## src/rtl/avalon_pkg.sv

```systemverilog
// Shared types and helpers for the Avalon-ST message path
// (packetizer, enforcer and future depacketizers).
package avalon_pkg;

  // Widest data bus, in bytes, that byte_mask_func can describe.
  localparam int MAX_BYTES = 64;

  typedef enum logic {
    IDLE = 1'b0,
    SEND = 1'b1
  } msg_sm_t;

  function automatic int log2up_func(input int value);
    int result;
    result = 0;
    for (int i = 0; i < 31; i++) begin
      if ((1 << i) < value) result = i + 1;
    end
    return result;
  endfunction

  // Bit i is set when byte lane i (lane 0 = least significant) survives `empty` trailing bytes.
  function automatic logic [MAX_BYTES-1:0] byte_mask_func(input int unsigned empty);
    logic [MAX_BYTES-1:0] mask;
    for (int i = 0; i < MAX_BYTES; i++) begin
      mask[i] = (unsigned'(i) >= empty);
    end
    return mask;
  endfunction

endpackage

```

## src/rtl/avalon_st_if.sv

```systemverilog
// Avalon-ST link: big-endian byte order inside data, empty counts unused low bytes on eop.
interface avalon_st_if #(
  parameter int DATA_WIDTH_IN_BYTES = 4
);
  import avalon_pkg::*;

  localparam int EMPTY_WIDTH = log2up_func(DATA_WIDTH_IN_BYTES);

  logic [DATA_WIDTH_IN_BYTES*8-1:0] data;
  logic                             valid;
  logic                             ready;
  logic                             sop;
  logic                             eop;
  logic [EMPTY_WIDTH-1:0]           empty;

  modport master (output data, valid, sop, eop, empty, input ready);
  modport slave  (input data, valid, sop, eop, empty, output ready);

endinterface

```

## src/rtl/avalon_len_calc.sv

```systemverilog
// Maps a message byte length to its word count and the empty byte count of its last word.
module avalon_len_calc
  import avalon_pkg::*;
#(
  parameter int DATA_WIDTH_IN_BYTES = 4,
  parameter int LEN_WIDTH           = 16
) (
  input  logic [LEN_WIDTH-1:0]                         cmd_len_i,
  output logic [LEN_WIDTH-1:0]                         words_total_o,
  output logic [log2up_func(DATA_WIDTH_IN_BYTES)-1:0]  last_empty_o
);

  localparam int SHIFT = log2up_func(DATA_WIDTH_IN_BYTES);

  logic [SHIFT-1:0] tail_bytes;

  assign tail_bytes    = cmd_len_i[SHIFT-1:0];
  // Ceiling divide by a power of two: whole words plus one for any partial tail.
  assign words_total_o = (cmd_len_i >> SHIFT) + LEN_WIDTH'(|tail_bytes);
  // (W - tail) mod W is just the negated tail truncated to SHIFT bits.
  assign last_empty_o  = SHIFT'(0) - tail_bytes;

endmodule

```

## src/rtl/avalon_packetizer.sv

```systemverilog
// Transmit-side framer: turns a length command plus a raw word stream into
// sop/eop/empty-framed Avalon-ST messages with zeroed trailing bytes.
module avalon_packetizer
  import avalon_pkg::*;
#(
  parameter int DATA_WIDTH_IN_BYTES = 4,
  parameter int LEN_WIDTH           = 16
) (
  input  logic                 clk,
  input  logic                 rst,
  input  logic                 cmd_valid,
  output logic                 cmd_ready,
  input  logic [LEN_WIDTH-1:0] cmd_len,
  avalon_st_if.slave           raw_data,
  avalon_st_if.master          framed_msg,
  output logic                 zero_len_indi,
  output logic                 msg_done_indi,
  output logic [15:0]          msg_count
);

  localparam int EMPTY_WIDTH = log2up_func(DATA_WIDTH_IN_BYTES);
  localparam int DATA_WIDTH  = DATA_WIDTH_IN_BYTES * 8;

  msg_sm_t                state_q, state_d;
  logic [LEN_WIDTH-1:0]   words_total_q, words_total_d;
  logic [LEN_WIDTH-1:0]   word_cnt_q, word_cnt_d;
  logic [EMPTY_WIDTH-1:0] last_empty_q, last_empty_d;
  logic                   first_q, first_d;
  logic [15:0]            msg_count_q, msg_count_d;
  logic                   msg_done_q, msg_done_d;
  logic                   zero_len_q, zero_len_d;

  logic [LEN_WIDTH-1:0]   calc_words_total;
  logic [EMPTY_WIDTH-1:0] calc_last_empty;
  logic                   cmd_accept;
  logic                   beat;
  logic                   is_last;
  logic [MAX_BYTES-1:0]   lane_keep_all;
  logic [DATA_WIDTH-1:0]  keep_bits;
  logic                   unused_sig;

  avalon_len_calc #(
    .DATA_WIDTH_IN_BYTES (DATA_WIDTH_IN_BYTES),
    .LEN_WIDTH           (LEN_WIDTH)
  ) u_len_calc (
    .cmd_len_i     (cmd_len),
    .words_total_o (calc_words_total),
    .last_empty_o  (calc_last_empty)
  );

  assign cmd_accept = cmd_valid & cmd_ready;
  assign beat       = (state_q == SEND) & raw_data.valid & framed_msg.ready;
  assign is_last    = (word_cnt_q == words_total_q - LEN_WIDTH'(1));

  assign lane_keep_all = byte_mask_func({{(32-EMPTY_WIDTH){1'b0}}, last_empty_q});

  for (genvar gi = 0; gi < DATA_WIDTH_IN_BYTES; gi++) begin : g_lane_keep
    assign keep_bits[gi*8 +: 8] = {8{lane_keep_all[gi]}};
  end

  // Raw-side framing fields are meaningless here and the wide mask only needs W lanes.
  assign unused_sig = ^{lane_keep_all[MAX_BYTES-1:DATA_WIDTH_IN_BYTES],
                        raw_data.sop, raw_data.eop, raw_data.empty};

  always_ff @(posedge clk or negedge rst) begin
    if (!rst) state_q <= IDLE;
    else      state_q <= state_d;
  end

  always_comb begin
    state_d = state_q;
    case (state_q)
      IDLE:    if (cmd_accept && (cmd_len != '0)) state_d = SEND;
      SEND:    if (beat && is_last) state_d = IDLE;
      default: state_d = IDLE;
    endcase
  end

  always_comb begin
    cmd_ready        = 1'b0;
    raw_data.ready   = 1'b0;
    framed_msg.valid = 1'b0;
    framed_msg.sop   = 1'b0;
    framed_msg.eop   = 1'b0;
    framed_msg.empty = '0;
    framed_msg.data  = '0;
    case (state_q)
      IDLE: cmd_ready = 1'b1;
      SEND: begin
        framed_msg.valid = raw_data.valid;
        raw_data.ready   = framed_msg.ready;
        if (raw_data.valid) begin
          framed_msg.sop   = first_q;
          framed_msg.eop   = is_last;
          framed_msg.empty = is_last ? last_empty_q : '0;
          framed_msg.data  = is_last ? (raw_data.data & keep_bits) : raw_data.data;
        end
      end
      default: cmd_ready = 1'b0;
    endcase
  end

  always_comb begin
    words_total_d = words_total_q;
    last_empty_d  = last_empty_q;
    word_cnt_d    = word_cnt_q;
    first_d       = first_q;
    msg_count_d   = msg_count_q;
    msg_done_d    = 1'b0;
    zero_len_d    = 1'b0;
    if (cmd_accept) begin
      if (cmd_len == '0) begin
        zero_len_d = 1'b1;
      end else begin
        words_total_d = calc_words_total;
        last_empty_d  = calc_last_empty;
        word_cnt_d    = '0;
        first_d       = 1'b1;
      end
    end
    if (beat) begin
      word_cnt_d = word_cnt_q + LEN_WIDTH'(1);
      first_d    = 1'b0;
      if (is_last) begin
        msg_count_d = msg_count_q + 16'd1;
        msg_done_d  = 1'b1;
      end
    end
  end

  always_ff @(posedge clk or negedge rst) begin
    if (!rst) begin
      words_total_q <= '0;
      last_empty_q  <= '0;
      word_cnt_q    <= '0;
      first_q       <= 1'b0;
      msg_count_q   <= '0;
      msg_done_q    <= 1'b0;
      zero_len_q    <= 1'b0;
    end else begin
      words_total_q <= words_total_d;
      last_empty_q  <= last_empty_d;
      word_cnt_q    <= word_cnt_d;
      first_q       <= first_d;
      msg_count_q   <= msg_count_d;
      msg_done_q    <= msg_done_d;
      zero_len_q    <= zero_len_d;
    end
  end

  assign msg_count     = msg_count_q;
  assign msg_done_indi = msg_done_q;
  assign zero_len_indi = zero_len_q;

endmodule

```

## src/flat_wrapper.sv

```systemverilog
// flat-port wrapper written by rule: the top's interface ports become plain ports
module avalon_packetizer_flat import avalon_pkg::*;
#(
  parameter int DATA_WIDTH_IN_BYTES = 4,
  parameter int LEN_WIDTH           = 16
)
  (clk, rst, cmd_valid, cmd_ready, cmd_len, zero_len_indi, msg_done_indi, msg_count, raw_data_data, raw_data_valid, raw_data_sop, raw_data_eop, raw_data_empty, raw_data_ready, framed_msg_data, framed_msg_valid, framed_msg_sop, framed_msg_eop, framed_msg_empty, framed_msg_ready);
  avalon_st_if #(.DATA_WIDTH_IN_BYTES(DATA_WIDTH_IN_BYTES)) raw_data_i ();
  avalon_st_if #(.DATA_WIDTH_IN_BYTES(DATA_WIDTH_IN_BYTES)) framed_msg_i ();
  input  logic clk;
  input  logic rst;
  input  logic cmd_valid;
  output logic cmd_ready;
  input  logic [LEN_WIDTH-1:0] cmd_len;
  output logic zero_len_indi;
  output logic msg_done_indi;
  output logic [15:0] msg_count;
  input wire logic [$bits(raw_data_i.data)-1:0] raw_data_data;
  input wire logic [$bits(raw_data_i.valid)-1:0] raw_data_valid;
  input wire logic [$bits(raw_data_i.sop)-1:0] raw_data_sop;
  input wire logic [$bits(raw_data_i.eop)-1:0] raw_data_eop;
  input wire logic [$bits(raw_data_i.empty)-1:0] raw_data_empty;
  output wire logic [$bits(raw_data_i.ready)-1:0] raw_data_ready;
  output wire logic [$bits(framed_msg_i.data)-1:0] framed_msg_data;
  output wire logic [$bits(framed_msg_i.valid)-1:0] framed_msg_valid;
  output wire logic [$bits(framed_msg_i.sop)-1:0] framed_msg_sop;
  output wire logic [$bits(framed_msg_i.eop)-1:0] framed_msg_eop;
  output wire logic [$bits(framed_msg_i.empty)-1:0] framed_msg_empty;
  input wire logic [$bits(framed_msg_i.ready)-1:0] framed_msg_ready;
  assign raw_data_i.data = raw_data_data;
  assign raw_data_i.valid = raw_data_valid;
  assign raw_data_i.sop = raw_data_sop;
  assign raw_data_i.eop = raw_data_eop;
  assign raw_data_i.empty = raw_data_empty;
  assign raw_data_ready = raw_data_i.ready;
  assign framed_msg_data = framed_msg_i.data;
  assign framed_msg_valid = framed_msg_i.valid;
  assign framed_msg_sop = framed_msg_i.sop;
  assign framed_msg_eop = framed_msg_i.eop;
  assign framed_msg_empty = framed_msg_i.empty;
  assign framed_msg_i.ready = framed_msg_ready;
  avalon_packetizer #(.DATA_WIDTH_IN_BYTES(DATA_WIDTH_IN_BYTES), .LEN_WIDTH(LEN_WIDTH)) u_core (.clk(clk), .rst(rst), .cmd_valid(cmd_valid), .cmd_ready(cmd_ready), .cmd_len(cmd_len), .raw_data(raw_data_i), .framed_msg(framed_msg_i), .zero_len_indi(zero_len_indi), .msg_done_indi(msg_done_indi), .msg_count(msg_count));
endmodule
```

## config.mk

```make
export PLATFORM = sky130hd
export DESIGN_NAME = avalon_packetizer_flat
export DESIGN_NICKNAME = d
export VERILOG_FILES = /design/src/rtl/avalon_pkg.sv /design/src/rtl/avalon_st_if.sv /design/src/rtl/avalon_len_calc.sv /design/src/rtl/avalon_packetizer.sv /design/src/flat_wrapper.sv
export SDC_FILE = /design/constraint.sdc
export NUM_CORES = 1
export LEC_CHECK = 0
export CAP_MARGIN = 20
export CORE_MARGIN = 4
export CORE_UTILIZATION = 50
export CTS_BUF_LIST = sky130_fd_sc_hd__clkbuf_8 sky130_fd_sc_hd__clkbuf_16
export DETAILED_ROUTE_END_ITERATION = 7
export PLACE_DENSITY_LB_ADDON = 0.25
export RECOVER_POWER = 100
export SLEW_MARGIN = 0
export SYNTH_ARGS = -nofsm -noshare
export SYNTH_HDL_FRONTEND = slang
export SYNTH_SLANG_ARGS = --single-unit
```

## constraint.sdc

```tcl
create_clock -name clk -period 6.1 [get_ports clk]
set_clock_uncertainty 0.15 [all_clocks]
set_input_delay 1.22 -clock clk [delete_from_list [all_inputs] [get_ports clk]]
set_output_delay 1.22 -clock clk [all_outputs]
set_load 0.005 [all_outputs]
```

; ---- Word level (Yosys, flattened, before mapping)
; Cells that the tools add are included.
[op_classes]
eq_ne = 2
order_cmp = 3
muxes = 26
reduce_logical = 9
n_addsub = 5
bitwise = 6
[ops]
columns = cell, count
row1 = 32-bit 2-to-1 mux, 3
row2 = 16-bit 2-to-1 mux, 3
row3 = "16-bit by 1-bit adder with 16-bit output, second input constant", 2
row4 = 32-bit AND, 1
row5 = 16-bit equality test, 1
row6 = 16-bit zero test, 1
row7 = 1-bit 2-to-1 mux, 16
row8 = 16-bit nonzero test, 1
row9 = "16-bit by 1-bit subtractor with 16-bit output, second input constant", 1
row10 = 14-bit by 1-bit adder with 15-bit output, 1
row11 = 2-bit 2-to-1 mux, 3
row12 = 2-bit AND reduction, 3
row13 = "1-bit by 2-bit >= comparator with 1-bit output, first input constant", 2
row14 = 1-bit AND, 3
row15 = "2-bit >= comparator, first input constant", 1
row16 = 1-bit logical AND, 2
row17 = "2-bit by 1-bit inequality test with 1-bit output, second input constant", 1
row18 = 1-bit NOT, 2
row19 = 1-bit case mux with 2 select lines, 1
row20 = 2-bit nonzero test, 1
row21 = 2-bit OR reduction, 1
row22 = "1-bit by 2-bit subtractor with 2-bit output, first input constant", 1
[totals]
in_bits = 57
output_inout_bits = 57
wordCells = 59
reg_bits = 54

; ---- Depth between registers and ports, before layout
[depth]
depth_word = 5
mapped_depth = 10

; ---- Hierarchy
; From an unflattened synthesis, not the netlist that was laid out.
[unflattened]
hier_cells = 432
hier_area_um2 = 3562.2
[modules_own_cells]
columns = mod, area_per_inst_um2, seq_area_each_um2, n_inst, cells_per_inst
row1 = avalon_packetizer, 3245.6, 1351.3, 1, 386
row2 = avalon_len_calc, 316.6, 0.0, 1, 46

; ---- Least setup slack after synthesis
; No wires, ideal clock.
[synth_timing]
path_type = reg-to-output
start = reg u_core.words_total_q[0]
end = out framed_msg_data[10]
t_required_ns = 4.730
slack_ns = 1.814
t_arrival_ns = 2.916
path_buffers = 1
stages_incl_launch_ff = 11
path_cell_list = dfrtp_1 > inv_1 > ha_1 > or4b_4 > or4_1 > xnor2_1 > nor4_2 > o2111ai_2 > or2_0 > buf_2 > and3_1
[synth_between]
elab_chain_cells = 5
[synth_lines]
columns = element, line_no
row1 = start: declaration, avalon_packetizer.sv:25  ; logic [LEN_WIDTH-1:0] words_total_q, words_total_d;
row2 = start signal: assignment, avalon_packetizer.sv:141  ; words_total_q <= words_total_d;
row3 = 16-bit by 1-bit subtractor with 16-bit output, avalon_packetizer.sv:53  ; assign is_last = (word_cnt_q == words_total_q - LEN_WIDTH'(1));
row4 = 16-bit equality test, avalon_packetizer.sv:53
row5 = 32-bit 2-to-1 mux, avalon_packetizer.sv:96  ; framed_msg.data = is_last ? (raw_data.data & keep_bits) : raw_data.data;
row6 = 32-bit 2-to-1 mux, avalon_packetizer.sv:92  ; if (raw_data.valid) begin
row7 = 32-bit 2-to-1 mux, avalon_packetizer.sv:87  ; case (state_q)
row8 = end: declaration, flat_wrapper.sv:24  ; output wire logic [$bits(framed_msg_i.data)-1:0] framed_msg_data;
; No other way between the ends.

; ---- Worst setup path after layout
[layout_timing]
start = reg u_core.words_total_q[0]
end = out framed_msg_data[13]
; The elaborated chain is that of the path after synthesis.

==> results.json <==
{
  "failed_checks": "capacitance limit, slew limit",
  "reg2reg_slack_ps": 2220,
  "hold_buffers": 0,
  "fin_area_um2": 4660,
  "worstSetupStartpointType": "register",
  "fin_nets": 562,
  "cts_setup_buffers": 0,
  "critPathKind": "register to output pin",
  "critical_path.max_stage_delay_ps": 580,
  "hold_viol": 0,
  "post_dp_cell_area_um2": 4590,
  "period_needed_ps": 5390,
  "period_share_pct": 88.3,
  "synthCells": 394,
  "netlist_area_um2": 3440,
  "cp-end-kind": "output pin",
  "slew_viol_final": 54,
  "start_util_pct": 52.7,
  "clk_root_buffer_cell": "clkbuf_8",
  "seq_area_frac_synth_pct": 38.6,
  "finalSetupTns_ps": 0,
  "diodes": 0,
  "drtPass1Iterations": 4,
  "via_count": 3209,
  "cts_inserted_buffers": 5,
  "place.gp.congestion": 0.814,
  "hold_class": "register to register",
  "path_buf_inv": 2,
  "cts_tree": "done",
  "rows": 29,
  "core_area_um2": 6530,
  "path_delay_family": "simple AND/OR/NAND/NOR gates",
  "ir_drop_mv": 0.132,
  "grt_pass1_vias": 3095,
  "die_height_um": 90.9,
  "worst_r2r_endpoint": "u_core.msg_count[1]$_DFFE_PN0N_",
  "io_pins": 114,
  "port-buffer-count": 109,
  "clk_pin_slew_ps": 90,
  "wl_per_cell_um": 15.4,
  "antenna_found_initial": 0,
  "totalWireLength_um": 8870,
  "grt_pass1_wl_um": 14600,
  "required_ps": 4730,
  "crit_fanout": 8,
  "min_path_cells": 1,
  "regToRegStartpoint": "u_core.words_total_q[0]$_DFFE_PN0P_",
  "synth-main-ff-cell": "dfrtp_1",
  "hpwl_um": 7100,
  "numClockSinks": 53,
  "avgSynthCellArea_um2": 8.73,
  "worstHoldStart": "u_core.msg_count[15]$_DFFE_PN0N_",
  "cp_cell_sequence": "inv_1 > ha_1 > or4b_1 > or4_1 > xnor2_1 > nor4_2 > o2111ai_1 > or2_0 > and3_1 > dlygate4sd3_1",
  "die_x_um": 90.9,
  "drt-initial-drc-count": 157,
  "clk_latency_ps": 310,
  "grtUsageTotal_pct": 21.1,
  "die_area_um2": 8270,
  "post_cts_resized": 0,
  "synth_seq_cells": 53,
  "synth-edff-count": 0,
  "htree_levels": 2,
  "drive_above_1_share_pct": 3.80,
  "rsz0062_at_grt": "no",
  "synthArstFlopShare_pct": 100,
  "yosysUniqueCellTypes": 47,
  "ff2ff_path_depth": 9,
  "setup_viol": 0,
  "grt_max_degree": 54,
  "critical-path-slowest-cell": "dlygate4sd3_1",
  "cap_viol_max_count": 1,
  "p_per_area_nw_per_um2": 266,
  "whs_ps": 314,
  "max_freq_ghz": 0.186,
  "via_per_inst": 5.56,
  "arrival_ps": 4020,
  "min_to": "u_core.msg_count[15]$_DFFE_PN0N_",
  "power.leakage_nw": 2.20,
  "yosysWarnings": 0,
  "tightest_slew_ps": 2710,
  "area_growth_pct": 35.4,
  "clk_path_buf_depth": 2,
  "drc": 0,
  "maxSlewHeadroom_pct": -80.6,
  "status": "finished, violations left",
  "synth_fp_nets": 457,
  "grt_overflow_total": 0,
  "antenna_left": 0,
  "fin_util_pct": 71.3
}
[synth_stat cells (all sizes together) (3+ instances only)]
library cell | number | share of area [%]
nand4 | 8 | 1.9
nor4 | 11 | 2.5
nand4b | 3 | 0.76
nor3 | 17 | 3.1
or4b | 3 | 1.1
nor2 | 26 | 3.1
xor2 | 34 | 8.7
o211ai | 3 | 0.65
buf | 3 | 0.40
ha | 6 | 2.2
dfrtp | 53 | 39
inv | 11 | 1.2
o21ai | 35 | 5.1
xnor2 | 14 | 3.6
o2111ai | 3 | 1.5
and2 | 3 | 0.55
clkbuf | 11 | 1.2
mux2i | 4 | 1.2
and3 | 38 | 6.9
nand2 | 57 | 6.2
nor3b | 4 | 0.87
nand3 | 26 | 3.8
[report_power, final]
| part | internal, mW | switching, mW | leakage (nW) |
|---|---|---|---|
| sequential | 0.418 | 0.106 | 0.708 |
| clock | 0.133 | 0.113 | 0.0574 |
| combinational | 0.231 | 0.239 | 1.44 |
| total | 0.782 | 0.458 | 2.20 |
[stage by stage]
step | cells | power (mW) | setup WS (ps)
after detailed placement | 569 | 1.03 | 1080
after floorplan | 394 | 0.849 | 1810
final | 577 | 1.24 | 714
after global placement | 569 | 1.00 | 1130
after global routing | 577 | 1.33 | 394
after CTS | 577 | 1.27 | 735
[area by class of cell]
class | instances | area (um^2)
Sequential cell | 53 | 1330
Clock inverter | 2 | 37.5
Multi-Input combinational cell | 316 | 1980
Inverter | 11 | 41.3
Fill cell | 532 | 1870
Timing Repair Buffer | 112 | 1100
Clock buffer | 6 | 82.6
Tap cell | 77 | 96.3
[sequential cells by signal, indices dropped and copies added (netlist names)]
name / cells
u_core.msg_count: 16
u_core.words_total_q: 15
u_core.first_q: 1
u_core.state_q: 1
u_core.word_cnt_q: 16
u_core.last_empty_q: 2
u_core.msg_done_indi: 1
u_core.zero_len_indi: 1
[cell usage in the layout (no fill, tap or decap), types with 2 or more instances in the layout]
| cell type | synthesis | layout |
|---|---|---|
| mux2_2 | 2 | 2 |
| nand2_1 | 57 | 57 |
| nand4b_1 | 3 | 3 |
| and3_1 | 38 | 38 |
| o2111ai_1 | 1 | 3 |
| a211oi_1 | 2 | 2 |
| o211ai_1 | 3 | 3 |
| xor2_1 | 34 | 34 |
| nor2_1 | 25 | 26 |
| or4b_1 | 1 | 2 |
| dfrtp_1 | 53 | 53 |
| nor3_4 | 2 | 2 |
| nand4_1 | 7 | 7 |
| nor4_1 | 8 | 9 |
| inv_1 | 11 | 11 |
| clkbuf_8 | 0 | 6 |
| o21ai_0 | 34 | 35 |
| mux2i_1 | 4 | 4 |
| nor3_1 | 15 | 15 |
| o31ai_1 | 2 | 2 |
| clkdlybuf4s50_1 | 0 | 50 |
| a21oi_1 | 2 | 2 |
| dlygate4sd3_1 | 0 | 58 |
| ha_1 | 6 | 6 |
| nand3_1 | 26 | 26 |
| xnor2_1 | 14 | 14 |
| nor4_2 | 3 | 2 |
| nor3b_1 | 4 | 4 |
| clkbuf_1 | 11 | 3 |
| and2_1 | 3 | 3 |
| or3_1 | 2 | 2 |
[per-layer routing]
layer | share of wire, % | track usage, % | vias up
met5 | 0 | 0 | -
met4 | 1.9 | 7.41 | 0
met3 | 3.1 | 2.98 | 13
met2 | 53 | 38.1 | 69
met1 | 42 | 25.8 | 1527
li1 | - | - | 1600
[kinds of logic after synthesis]
| logic type | Yosys count | synth area share, % |
|---|---|---|
| XOR/XNOR | 48 | 12.2 |
| AO/OA/AOI/OAI | 51 | 9.68 |
| AND/OR/NAND/NOR | 205 | 32.7 |
| multiplexers | 6 | 1.82 |
| adder cells (fa/ha/maj) | 6 | 2.18 |
| flip-flops | 53 | 38.6 |
| buffers and inverters | 25 | 2.80 |
[worst max-delay path by stage]
| stage | to | start | cells past startpoint |
|---|---|---|---|
| after floorplan | framed_msg_data[10] | u_core.words_total_q[0]$_DFFE_PN0P_ | 10 |
| after global placement | framed_msg_data[8] | u_core.words_total_q[0]$_DFFE_PN0P_ | 10 |
| after detailed placement | framed_msg_data[8] | u_core.words_total_q[0]$_DFFE_PN0P_ | 10 |
| after CTS | framed_msg_data[8] | u_core.words_total_q[0]$_DFFE_PN0P_ | 10 |
| after global routing | framed_msg_data[16] | u_core.words_total_q[0]$_DFFE_PN0P_ | 10 |
| final | framed_msg_data[13] | u_core.words_total_q[0]$_DFFE_PN0P_ | 10 |
Note: power is estimated with default switching activity, not from simulation.
